[src/rtl/bm_if_arbiter_if.sv]
// bm_if_arbiter_if: request/operand/result bundle between two requesters and the arbiter
//   master: drives req0/1, a0/1, b0/1, c0/1, d0/1; sees grants, done pulses, results, busy, txn_cnt
//   slave : the arbiter side of the same signals
interface bm_if_arbiter_if #(parameter int BITS = 2);
    logic            req0, req1;
    logic [BITS-1:0] a0, b0, a1, b1;
    logic            c0, d0, c1, d1;
    logic            gnt0, gnt1, done0, done1, busy;
    logic [BITS-1:0] res0, res1;
    logic [3:0]      txn_cnt;
    modport master (
        output req0, req1, a0, b0, c0, d0, a1, b1, c1, d1,
        input  gnt0, gnt1, done0, done1, res0, res1, busy, txn_cnt
    );
    modport slave (
        input  req0, req1, a0, b0, c0, d0, a1, b1, c1, d1,
        output gnt0, gnt1, done0, done1, res0, res1, busy, txn_cnt
    );
endinterface

[src/rtl/bm_if_arbiter.sv]
// bm_if_arbiter: two-requester round-robin arbiter running a 4-state IDLE/GRANT/EXEC/RESP transaction
//   clock : posedge clock
//   reset : asynchronous active-high reset
//   bus   : slave side of bm_if_arbiter_if (requests/operands in; grants, done, results, busy, txn_cnt out)
module bm_if_arbiter #(parameter int BITS = 2) (
    input logic            clock,
    input logic            reset,
    bm_if_arbiter_if.slave bus
);
    localparam logic [1:0] IDLE = 2'd0, GRANT = 2'd1, EXEC = 2'd2, RESP = 2'd3;
    logic [1:0]      state_q, state_d;
    logic            last_q, last_d;
    logic [BITS-1:0] a_q, a_d, b_q, b_d, res0_q, res0_d, res1_q, res1_d, res_new;
    logic            c_q, c_d, d_q, d_d;
    logic [3:0]      cnt_q, cnt_d;
    logic            start, sel, upd;
    // last_q doubles as the current winner: it is rewritten on every IDLE->GRANT edge
    always_comb begin
        start   = state_q == IDLE && (bus.req0 || bus.req1);
        sel     = (bus.req0 && bus.req1) ? !last_q : bus.req1;
        state_d = state_q == IDLE ? (start ? GRANT : IDLE) : state_q + 2'd1;
        last_d  = start ? sel : last_q;
        a_d     = start ? (sel ? bus.a1 : bus.a0) : a_q;
        b_d     = start ? (sel ? bus.b1 : bus.b0) : b_q;
        c_d     = start ? (sel ? bus.c1 : bus.c0) : c_q;
        d_d     = start ? (sel ? bus.d1 : bus.d0) : d_q;
        upd     = state_q == EXEC;
        res_new = !c_q ? '0 : d_q ? (a_q & b_q) : (last_q ? res1_q : res0_q);
        res0_d  = (upd && !last_q) ? res_new : res0_q;
        res1_d  = (upd && last_q) ? res_new : res1_q;
        cnt_d   = cnt_q + {3'd0, state_q == RESP};
    end
    always_ff @(posedge clock or posedge reset) begin
        if (reset) begin
            state_q <= IDLE;
            last_q  <= 1'b1;
            a_q     <= '0;
            b_q     <= '0;
            c_q     <= 1'b0;
            d_q     <= 1'b0;
            res0_q  <= '0;
            res1_q  <= '0;
            cnt_q   <= '0;
        end else begin
            state_q <= state_d;
            last_q  <= last_d;
            a_q     <= a_d;
            b_q     <= b_d;
            c_q     <= c_d;
            d_q     <= d_d;
            res0_q  <= res0_d;
            res1_q  <= res1_d;
            cnt_q   <= cnt_d;
        end
    end
    assign bus.busy    = state_q != IDLE;
    assign bus.gnt0    = bus.busy && !last_q;
    assign bus.gnt1    = bus.busy && last_q;
    assign bus.done0   = state_q == RESP && !last_q;
    assign bus.done1   = state_q == RESP && last_q;
    assign bus.res0    = res0_q;
    assign bus.res1    = res1_q;
    assign bus.txn_cnt = cnt_q;
endmodule

[src/flat_wrapper.sv]
// flat-port wrapper written by rule: the top's interface ports become plain ports
module bm_if_arbiter_flat 
#(parameter int BITS = 2)
  (clock, reset, bus_req0, bus_req1, bus_a0, bus_b0, bus_c0, bus_d0, bus_a1, bus_b1, bus_c1, bus_d1, bus_gnt0, bus_gnt1, bus_done0, bus_done1, bus_res0, bus_res1, bus_busy, bus_txn_cnt);
  bm_if_arbiter_if #(.BITS(BITS)) bus_i ();
  input logic clock;
  input logic reset;
  input wire logic [$bits(bus_i.req0)-1:0] bus_req0;
  input wire logic [$bits(bus_i.req1)-1:0] bus_req1;
  input wire logic [$bits(bus_i.a0)-1:0] bus_a0;
  input wire logic [$bits(bus_i.b0)-1:0] bus_b0;
  input wire logic [$bits(bus_i.c0)-1:0] bus_c0;
  input wire logic [$bits(bus_i.d0)-1:0] bus_d0;
  input wire logic [$bits(bus_i.a1)-1:0] bus_a1;
  input wire logic [$bits(bus_i.b1)-1:0] bus_b1;
  input wire logic [$bits(bus_i.c1)-1:0] bus_c1;
  input wire logic [$bits(bus_i.d1)-1:0] bus_d1;
  output wire logic [$bits(bus_i.gnt0)-1:0] bus_gnt0;
  output wire logic [$bits(bus_i.gnt1)-1:0] bus_gnt1;
  output wire logic [$bits(bus_i.done0)-1:0] bus_done0;
  output wire logic [$bits(bus_i.done1)-1:0] bus_done1;
  output wire logic [$bits(bus_i.res0)-1:0] bus_res0;
  output wire logic [$bits(bus_i.res1)-1:0] bus_res1;
  output wire logic [$bits(bus_i.busy)-1:0] bus_busy;
  output wire logic [$bits(bus_i.txn_cnt)-1:0] bus_txn_cnt;
  assign bus_i.req0 = bus_req0;
  assign bus_i.req1 = bus_req1;
  assign bus_i.a0 = bus_a0;
  assign bus_i.b0 = bus_b0;
  assign bus_i.c0 = bus_c0;
  assign bus_i.d0 = bus_d0;
  assign bus_i.a1 = bus_a1;
  assign bus_i.b1 = bus_b1;
  assign bus_i.c1 = bus_c1;
  assign bus_i.d1 = bus_d1;
  assign bus_gnt0 = bus_i.gnt0;
  assign bus_gnt1 = bus_i.gnt1;
  assign bus_done0 = bus_i.done0;
  assign bus_done1 = bus_i.done1;
  assign bus_res0 = bus_i.res0;
  assign bus_res1 = bus_i.res1;
  assign bus_busy = bus_i.busy;
  assign bus_txn_cnt = bus_i.txn_cnt;
  bm_if_arbiter #(.BITS(BITS)) u_core (.clock(clock), .reset(reset), .bus(bus_i));
endmodule
[config.mk]
export PLATFORM = sky130hd
export DESIGN_NAME = bm_if_arbiter_flat
export DESIGN_NICKNAME = d
export VERILOG_FILES = /design/src/rtl/bm_if_arbiter_if.sv /design/src/rtl/bm_if_arbiter.sv /design/src/flat_wrapper.sv
export SDC_FILE = /design/constraint.sdc
export NUM_CORES = 1
export LEC_CHECK = 0
export ABC_AREA = 1
export CAP_MARGIN = 25
export CORE_ASPECT_RATIO = 1.25
export CORE_MARGIN = 2
export CORE_UTILIZATION = 40
export DETAILED_ROUTE_END_ITERATION = 7
export PLACE_DENSITY = 0.72
export SYNTH_ARGS = -nofsm -noshare
export SYNTH_HDL_FRONTEND = slang
export SYNTH_SLANG_ARGS = --single-unit
[constraint.sdc]
create_clock -name clock -period 1.2 [get_ports clock]
set_clock_uncertainty 0.1 [all_clocks]
set_input_delay 0.12 -clock clock [delete_from_list [all_inputs] [get_ports clock]]
set_output_delay 0.12 -clock clock [all_outputs]
set_load 0.01 [all_outputs]
== Yosys cells after proc, flatten, opt, wreduce, memory -nomap -nowiden ==
Index checks and enable logic that the tools add are counted.
Operators by class
  $add $sub $neg: 2
  equal/unequal tests: 2
  mux-type cells: 10
  bitwise gates (word level): 1
  reductions and logical operators: 12
Operators with widths (count)
  2-bit 2-to-1 mux: 6
  1-bit logical AND: 8
  4-bit by 1-bit adder with 4-bit output: 1
  2-bit == test, second input constant: 2
  1-bit 2-to-1 mux: 4
  2-bit by 1-bit adder with 2-bit output, second input constant: 1
  2-bit bitwise AND: 1
  2-bit zero test: 1
  2-bit nonzero test: 1
  1-bit zero test: 1
  1-bit logical OR: 1
Word-level totals
  bits in registers: 17
  bits of input ports: 16
  output and inout port bits: 13
  word-level logic and storage cells: 36

== Logic depth before layout (Yosys ltp) ==
Gate-level depths: netlist (run 1).
  word-level depth: 4
  depth in mapped cells: 7
  gate-level depth less buffers: 7

== Least setup slack after synthesis (run 1) ==
Ideal clock, no wire load.
  path kind: register to register
  start: register u_core.state_q[0]
  end: register u_core.c_q
  setup time: 0.117 ns
  arrival: 1.124 ns
  required time: 0.983 ns
  setup slack: -0.142 ns
  stages on the path, launching flop included: 8
  path buffers: 0
  period minus slack after synthesis: 1.342 ns
  path through: dfrtp_1 -> inv_1 -> ha_1 -> inv_2 -> a21oi_4 -> inv_2 -> nand2_1 -> nand2_1
On the way
  cells in the longest elaborated chain, start to end: 2
RTL lines
  from (decl): RTL line bm_if_arbiter.sv:11  | logic [1:0] state_q, state_d;
  from (signal assigned): RTL line bm_if_arbiter.sv:45  | state_q <= state_d;
  2-bit zero test: RTL line bm_if_arbiter.sv:19  | start = state_q == IDLE && (bus.req0 || bus.req1);
  1-bit logical AND: RTL line bm_if_arbiter.sv:19
  to (signal assigned): RTL line bm_if_arbiter.sv:39  | c_q <= 1'b0;
  to (signal assigned): RTL line bm_if_arbiter.sv:49  | c_q <= c_d;
  to (decl): RTL line bm_if_arbiter.sv:14  | logic c_q, c_d, d_q, d_d;
No other way between the ends.
A chain may end at the register's enable or synchronous reset.

== Final worst setup path (run 1) ==
  start: register u_core.state_q[1]
  end: register u_core.a_q[0]
On the way
  cells in the longest elaborated chain, start to end: 2
RTL lines
  2-bit zero test: RTL line bm_if_arbiter.sv:19
  1-bit logical AND: RTL line bm_if_arbiter.sv:19
  to (signal assigned): RTL line bm_if_arbiter.sv:37  | a_q <= '0;
  to (signal assigned): RTL line bm_if_arbiter.sv:47  | a_q <= a_d;
  to (decl): RTL line bm_if_arbiter.sv:13  | logic [BITS-1:0] a_q, a_d, b_q, b_d, res0_q, res0_d, res1_q, res1_d, res_new;
No other way between the ends.

==> results of run 1 <==
[routing by layer]
metal / part of all wire, % / global-route usage [%]
met3: 4.3 / 1.246
met5: 0 / 0
met2: 59 / 36.99
met4: 3.2 / 9.524
met1: 34 / 17.67
[repair_timing]
item / CTS / global route
pin swaps: 22 / 13
setup buffers: 11 / 1
resized for setup: 64 / 11
setup endpoints to repair: 28 / 25
[cells in the mapped netlist]
library cell and number:
a21oi_4 2, buf_6 1, dfrtp_1 16, dfstp_2 1, ha_1 5, inv_1 25, inv_2 4, inv_4 1
nand2_1 42, nand3_1 15, nor2_1 3, o21ai_0 1, o21ai_1 1, xnor2_1 1, xor2_1 1
[worst min path at each step]
stage / slack, ns / start / endpoint
2_1_floorplan: -0.05 / reset / u_core.a_q[0]
3_3_place_gp: 0.34 / reset / u_core.bus.res1[1]
3_5_place_dp: 0.37 / u_core.b_q[1] / u_core.b_q[1]
4_1_cts: 0.05 / reset / u_core.bus.txn_cnt[2]
5_1_grt: 0.06 / reset / u_core.d_q
6_report: 0.04 / reset / u_core.bus.res0[0]
[report_power, final]
part | internal (mW) | total, mW | switching [mW] | leakage [nW]
combinational | 1.14 | 2.23 | 1.09 | 0.606
sequential | 0.838 | 1.01 | 0.175 | 0.209
clock | 0.130 | 0.320 | 0.190 | 0.0150
total | 2.11 | 3.56 | 1.45 | 0.829
[flip-flops by register name, summed over array words and instances, names as in the netlist]
register,cells
u_core.bus.txn_cnt,4
u_core.a_q,2
u_core.b_q,2
u_core.bus.res0,2
u_core.bus.res1,2
u_core.state_q,2
u_core.c_q,1
u_core.d_q,1
u_core.last_q,1
[layout make-up]
class / instances / share of cell area (%)
Clock buffer: 4 / 1.654
Inverter: 30 / 7.874
Multi-Input combinational cell: 71 / 32.91
Sequential cell: 17 / 26.85
Tap cell: 31 / 2.441
Timing Repair Buffer: 50 / 28.27
[metrics by stage]
| step | hold slack, ns | area, sq um | worst slack (ns) |
|---|---|---|---|
| floorplan | -0.05466 | 962.2 | -0.05538 |
| global placement | 0.3427 | 1345 | -0.2712 |
| detailed placement | 0.3671 | 1345 | -0.3164 |
| CTS | 0.04734 | 1544 | -0.2636 |
| global route | 0.06326 | 1589 | -0.3437 |
| finish | 0.04154 | 1589 | -0.2620 |
[logic make-up after synthesis]
logic type,Yosys count
AO/OA/AOI/OAI,4
flip-flops,17
buffers and inverters,31
XOR/XNOR,2
adder cells (fa/ha/maj),5
AND/OR/NAND/NOR,60
[layout by cell type, fill, tap and decap left out]
| cell | synthesis | routed |
|---|---|---|
| clkbuf_4 | 0 | 3 |
| nor2_1 | 3 | 3 |
| buf_4 | 0 | 14 |
| inv_4 | 1 | 5 |
| ha_4 | 0 | 4 |
| dfstp_2 | 1 | 1 |
| clkdlybuf4s15_1 | 0 | 7 |
| nand2_1 | 42 | 34 |
| o21ai_2 | 0 | 1 |
| buf_6 | 1 | 8 |
| inv_2 | 4 | 5 |
| nand2_2 | 0 | 6 |
| buf_2 | 0 | 5 |
| xnor2_2 | 0 | 1 |
| inv_1 | 25 | 20 |
| nand3_2 | 0 | 11 |
| clkbuf_1 | 0 | 1 |
| a21oi_4 | 2 | 2 |
| dlygate4sd2_1 | 0 | 1 |
| o21ai_0 | 1 | 1 |
| ha_2 | 0 | 1 |
| clkdlybuf4s50_1 | 0 | 15 |
| xor2_2 | 0 | 1 |
| dfrtp_1 | 16 | 16 |
| nand2_4 | 0 | 2 |
| nand3_1 | 15 | 4 |
[critical path, cell delays in order (launching register included)]
cell     delay [ns]
dfrtp_1        0.41
buf_6          0.13
inv_4          0.05
ha_4           0.15
inv_4          0.04
buf_6          0.10
a21oi_4        0.14
buf_6          0.15
nand3_1        0.07
nand2_1        0.06
==> results.yml, run 1 <==
clock_tree:
  cts_root_buffer: "clkbuf_4"
  cts_sinks: 17
  clk_latency_ns: 0.30
  cts_tree: "yes"
  hold_buffers: 0
  clk_pin_slew_ns: 0.10
  clk_path_buf_depth: 2
  cts_made_buffers: 3
  h-tree-depth: 1
floorplanning:
  row_count: 19
  core_region_area_sq_um: 2187
  start_util_pct: 42.05
  die-area_sq_um: 2701
  ios: 29
  die_h_microns: 57.61
  dieWidth_microns: 46.89
synth:
  postSynthCellCount: 119
  synth_warnings: 0
  ys_top_cells_by_area: "dfrtp_1, nand2_1, inv_1, nand3_1, ha_1"
  syn_nets: 140
  synth_compound_area_share_pct: 4.626
  syn-cell-area_sq_um: 919.6
  synth_top_area_cell: "dfrtp_1"
  ys_types: 15
  ys_ff_latch: 17
  muxShareOfSynthArea_pct: 0
  synth_top_family_by_area: "simple AND/OR/NAND/NOR gates"
  syn_area_per_cell_sq_um: 7.728
  synthAdderAreaFrac_pct: 6.803
  yosysTopAreaCellShare_pct: 43.54
  synth_xor_area_share_pct: 1.905
  ys_seq_area_share_pct: 46.39
  synth-simple-area-share_pct: 26.53
outcome:
  violations: "negative setup slack"
  outcome: "complete, but fails checks"
timing:
  setup_slack_ns: -0.2620
  setup_viol: 20
  final-max-slew-violation-count: 0
  finalCritPeriodShare_pct: 121.8
  maxSlewHeadroom_pct: 81.19
  report.final.hold_viol_count: 0
  tightest_slew_ns: 0.2815
  fin_crit_ns: 1.462
  fmax_mhz: 684.0
  setup_tns_ns: -3.520
  rsz0062_at_grt: "yes"
place:
  gp_congestion: 0.8702
  dpl.hpwl_mm: 1.611
  port_buffers: 28
  dp.cells: 187
pwr:
  vdd_drop_max_mv: 1.260
  p_total_mw: 3.564
  leakagePower_nw: 0.8294
  pwr_density_cell_nw_per_um2: 2243
routing:
  vias: 929
  viasPerCell: 4.576
  drt-initial-drc-count: 11
  final_antenna_net_count: 0
  avgRoutedWirePerCell_microns: 11.22
  drt-total-wl_mm: 2.278
  drc_errors: 0
  dr.pass1.iters: 4
final_layout:
  antenna_cells: 0
  regArea_sq_um: 426.7
  nNetsFinal: 194
  nFillCells: 171
  post-route-util_pct: 72.65
  syn_to_final_growth_pct: 72.79
  layout-drive-gt1-share_pct: 40.70
  multi_input_area_sq_um: 523.0
  fin_cells: 203
grt:
  grt_antenna_before_repair: 0
  gr-total-overflow: 0
  grt_pass1_vias: 913
  grt_pass1_wl_mm: 3.643
  grt_util_all_layers_pct: 18.75
  grt_max_degree: 18
worst_setup_path:
  r2r_start: "u_core.state_q[1]"
  regToRegSetupSlack_ns: -0.26
  cp_data_arrival_time_ns: 1.61
  worst_r2r_path_depth: 9
  cp_max_fo: 6
  crit_end: "u_core.a_q[0]"
  cp.required_ns: 1.35
  critPathLaunch: "u_core.state_q[1]"
  worstSetupPathType: "register to register"
  endpoint_kind: "register"
  startpoint_type: "register"
  reg2reg_to: "u_core.a_q[0]"
flow_run:
  drv_cap: 0
min_path:
  hold_class: "primary input to async pin"
No activity file was read; power rests on OpenSTA's default activity.
==> run 2: changes to the inputs <==
CORE_ASPECT_RATIO = not set   (was 1.25)
CORE_UTILIZATION = 48   (was 40)
PLACE_DENSITY = 0.81   (was 0.72)
clock period = 1.8 ns   (was 1.2 ns; I/O delays follow)
==> results.yml, run 2 (same netlist as run 1, synthesis figures left out) <==
floorplanning:
  core_region_area_sq_um: 1764
  die_h_microns: 47.77
  ios: 29
  start_util_pct: 52.13
  row_count: 15
  die-area_sq_um: 2282
  dieWidth_microns: 47.77
flow_run:
  drv_cap: 0
routing:
  vias: 842
  avgRoutedWirePerCell_microns: 10.36
  drc_errors: 0
  final_antenna_net_count: 0
  dr.pass1.iters: 4
  drt-initial-drc-count: 17
  viasPerCell: 4.704
  drt-total-wl_mm: 1.854
pwr:
  pwr_density_cell_nw_per_um2: 1411
  power_frac_comb_pct: 50.8
  swShare_pct: 39.84
  intPower_mw: 1.085
  vdd_drop_max_mv: 1.135
  leakagePower_nw: 0.7214
  p_clk_share_pct: 11.2
  power.switching_mw: 0.7186
  seq_power_share_pct: 38.0
clock_tree:
  h-tree-depth: 1
  clk_path_buf_depth: 2
  clk_latency_ns: 0.29
  cts_tree: "yes"
  clk_pin_slew_ns: 0.09
  cts_root_buffer: "clkbuf_4"
  cts_sinks: 17
  hold_buffers: 0
  cts_made_buffers: 3
timing:
  fmax_mhz: 581.2
  rsz0062_at_grt: "no"
  fin_crit_ns: 1.721
  setup_slack_ns: 0.07947
  setup_viol: 0
  setup_tns_ns: 0
  report.final.hold_viol_count: 0
  tightest_slew_ns: 0.6117
  finalCritPeriodShare_pct: 95.58
  maxSlewHeadroom_pct: 59.17
  final-max-slew-violation-count: 0
place:
  port_buffers: 28
  gp_congestion: 0.8937
  dp_slack_ns: 0.1625
  dpl.hpwl_mm: 1.458
final_layout:
  antenna_cells: 0
  largest_reg_flops: 4
  nNetsFinal: 176
  syn_to_final_growth_pct: 39.05
  layout-drive-gt1-share_pct: 11.04
  layout_common_cells: "nand2_1, inv_1, clkdlybuf4s50_1"
  mostFrequentLayoutCell: "nand2_1"
worst_setup_path:
  cp_max_fo: 5
  startpoint_type: "register"
  worstPathCellList: "buf_4 -> inv_1 -> ha_2 -> inv_2 -> dlygate4sd2_1"
  critPathSlowestCell: "dfrtp_1"
  cp_num_cells: 5
  cp_data_arrival_time_ns: 1.44
  cp.required_ns: 1.52
  worstSetupPathType: "register to output port"
  endpoint_kind: "output port"
  critPathTopFamily: "buffers and inverters"
  cp_slowest_stage_delay_ns: 0.40
  crit_buf_inv: 4
  worst_r2r_path_depth: 8
  regToRegSetupSlack_ns: 0.27
grt:
  grt_pass1_wl_mm: 3.070
  gr-total-overflow: 0
  grt_antenna_before_repair: 0
  grt_pass1_vias: 778
  grt_max_degree: 18
  grt_util_all_layers_pct: 19.11
min_path:
  hold_class: "primary input to async pin"
outcome:
  outcome: "complete, no violations"
==> run 2: changes by cell type in the layout (fill, tap and decap cells not counted), sizes merged <==
cell	previous run	this run
clkdlybuf4s50	15	23
clkdlybuf4s15	7	0
buf	27	4
dlygate4sd2	1	4
dlymetal6s2s	0	1
==> run 2: power groups by stage <==
stage / sequential, mW / clock, mW / combinational (mW)
5_1_grt: 0.703 / 0.223 / 1.04
2_1_floorplan: 0.691 / 0 / 0.508
3_3_place_gp: 0.681 / 0 / 0.854
4_1_cts: 0.681 / 0.204 / 0.906
3_5_place_dp: 0.692 / 0 / 0.893
6_report: 0.685 / 0.202 / 0.917
==> run 2: final cells by class <==
cell class | count | area, sq um
inverters | 30 | 115.1
well taps | 25 | 31.28
multi-input cells | 71 | 371.6
fillers | 147 | 485.5
clock buffers | 4 | 26.28
repair buffers | 32 | 307.8
flip-flops and latches | 17 | 426.7
==> run 2: routing by layer <==
layer	global-route usage, %	share of wire [%]
met4	8.649	2.4
met2	33.60	50
met1	22.04	42
met3	4.151	5.9
met5	0	0
==> run 2: worst register-to-register path, delay by kind of cell (launching register included) <==
| kind | cells | cell delay [ns] |
|---|---|---|
| AO/OA/AOI/OAI | 1 | 0.21 |
| adder cells (fa/ha/maj) | 1 | 0.22 |
| buffers and inverters | 4 | 0.37 |
| flip-flops | 1 | 0.40 |
| AND/OR/NAND/NOR | 2 | 0.14 |
==> run 2: metrics by stage <==
stage / std cells / util (%) / instance area (sq um) / total power, mW / hold WS (ns)
after global placement: 172 / 69.57 / 1227 / 1.535 / 0.3578
after global routing: 179 / 72.48 / 1279 / 1.966 / 0.2238
after detailed placement: 172 / 69.57 / 1227 / 1.586 / 0.3714
final: 179 / 72.48 / 1279 / 1.804 / 0.1628
after floorplan: 119 / - / 919.6 / 1.199 / 0.005340
after CTS: 178 / 71.77 / 1266 / 1.790 / 0.1876
==> run 2: final timing paths <==
| check | startpoint | to |
|---|---|---|
| min in group clock | u_core.bus.txn_cnt[3] | u_core.bus.txn_cnt[3] |
| setup reg to reg | u_core.state_q[1] | u_core.a_q[1] |
| hold / removal | reset | u_core.bus.txn_cnt[2] |
| max in group asynchronous | reset | u_core.d_q |
| hold reg to reg | u_core.bus.txn_cnt[3] | u_core.bus.txn_cnt[3] |
| setup / recovery | u_core.state_q[1] | bus_busy |
==> run 2: what timing repair did <==
action | CTS | global route
resized for setup | 5 | 2
setup endpoints to repair | 5 | 1
buffers inserted | 2 | 1
==> run 3: changes to the inputs <==
GPL_TIMING_DRIVEN = 0   (was not set)
REMOVE_ABC_BUFFERS = 1   (was not set)
==> results.yml, run 3 (same netlist as run 1, synthesis figures left out) <==
outcome:
  outcome: "complete, no violations"
floorplanning:
  ios: 29
  row_count: 15
  dieWidth_microns: 47.77
  start_util_pct: 52.13
  core_region_area_sq_um: 1764
  die-area_sq_um: 2282
  die_h_microns: 47.77
routing:
  viasPerCell: 4.544
  avgRoutedWirePerCell_microns: 10.27
  final_antenna_net_count: 0
  dr.pass1.iters: 4
  drt-initial-drc-count: 10
  drc_errors: 0
  vias: 818
  drt-total-wl_mm: 1.848
final_layout:
  layout-drive-gt1-share_pct: 10.97
  fin_cells: 180
  post-route-util_pct: 72.55
  largest_reg_flops: 4
  final_area_sq_um: 1280
  nNetsFinal: 177
  antenna_cells: 0
  syn_to_final_growth_pct: 39.18
  layout_common_cells: "nand2_1, inv_1, clkdlybuf4s50_1"
  mostFrequentLayoutCell: "nand2_1"
  nFillCells: 150
worst_setup_path:
  worst_r2r_path_depth: 5
  cp_data_arrival_time_ns: 1.44
  cp_max_fo: 3
  endpoint_kind: "output port"
  cp.required_ns: 1.52
  startpoint_type: "register"
  worstSetupPathType: "register to output port"
place:
  gp_congestion: 0.8383
  dpl.hpwl_mm: 1.459
  port_buffers: 28
  place_area_sq_um: 1220
  dp.cells: 171
grt:
  grt_antenna_before_repair: 0
  gr-total-overflow: 0
  grt_pass1_wl_mm: 2.946
  grt_pass1_vias: 747
  grt_util_all_layers_pct: 18.76
  grt_max_degree: 18
timing:
  rsz0062_at_grt: "no"
  setup_viol: 0
  final-max-slew-violation-count: 0
  setup_tns_ns: 0
  fin_crit_ns: 1.724
  finalCritPeriodShare_pct: 95.75
  maxSlewHeadroom_pct: 59.58
  fmax_mhz: 580.2
  report.final.hold_viol_count: 0
  tightest_slew_ns: 0.6056
clock_tree:
  cts_root_buffer: "clkbuf_4"
  cts_sinks: 17
  cts_tree: "yes"
  cts_made_buffers: 3
  h-tree-depth: 1
  clk_path_buf_depth: 2
  clk_pin_slew_ns: 0.10
  clk_latency_ns: 0.30
  hold_buffers: 0
flow_run:
  drv_cap: 0
pwr:
  pwr_density_cell_nw_per_um2: 1416
  vdd_drop_max_mv: 1.134
  leakagePower_nw: 0.7154
  p_total_mw: 1.812
min_path:
  hold_class: "primary input to async pin"
-- run 3: path summary, 6_finish.rpt --
check,start,endpoint,slack [ns]
setup / recovery,u_core.state_q[0],bus_done1,0.08
max in group asynchronous,reset,u_core.c_q,1.06
hold / removal,reset,u_core.bus.txn_cnt[1],0.14
min in group clock,u_core.bus.txn_cnt[3],u_core.bus.txn_cnt[3],0.39
setup reg to reg,u_core.state_q[0],u_core.bus.txn_cnt[2],0.29
hold reg to reg,u_core.bus.txn_cnt[3],u_core.bus.txn_cnt[3],0.39
-- run 3: timing repair --
item | in CTS | in global routing
resized for setup | 6 | 0
setup buffers | 5 | 0
endpoints found under the setup margin | 5 | 0
-- run 3: cell type report --
| cell class | count | area, sq um | share of cell area, % |
|---|---|---|---|
| clock buffers | 4 | 26.28 | 2.053 |
| repair buffers | 33 | 311.5 | 24.34 |
| multi-input cells | 71 | 369.1 | 28.84 |
| flip-flops and latches | 17 | 426.7 | 33.33 |
| inverters | 30 | 115.1 | 8.993 |
| well taps | 25 | 31.28 | 2.444 |
-- run 3: routing by layer --
layer | share of wire, % | track usage [%]
met3 | 5.4 | 3.774
met4 | 3.2 | 11.35
met2 | 49 | 33.07
met1 | 42 | 20.47
met5 | 0 | 0
-- run 3: critical path: stages, from the launching register on --
cell and delay [ns]:
dfrtp_1 0.42, buf_4 0.14, ha_1 0.21, nand2_1 0.07, inv_1 0.03, dlygate4sd2_1 0.27
-- run 3: stage by stage --
step	hold WS, ns	setup WS [ns]
final	0.1444	0.07647
after global routing	0.2116	0.02188
after CTS	0.1668	0.08331
after detailed placement	0.3678	0.1365
after global placement	0.3591	0.1460
after floorplan	0.005340	0.4583
-- run 3: power breakdown --
part / leakage [nW] / total (mW) / internal, mW / switching [mW]
Combinational: 0.492 / 0.913 / 0.447 / 0.466
Clock: 0.0150 / 0.210 / 0.0864 / 0.123
Sequential: 0.209 / 0.690 / 0.559 / 0.131
Total: 0.715 / 1.81 / 1.09 / 0.720
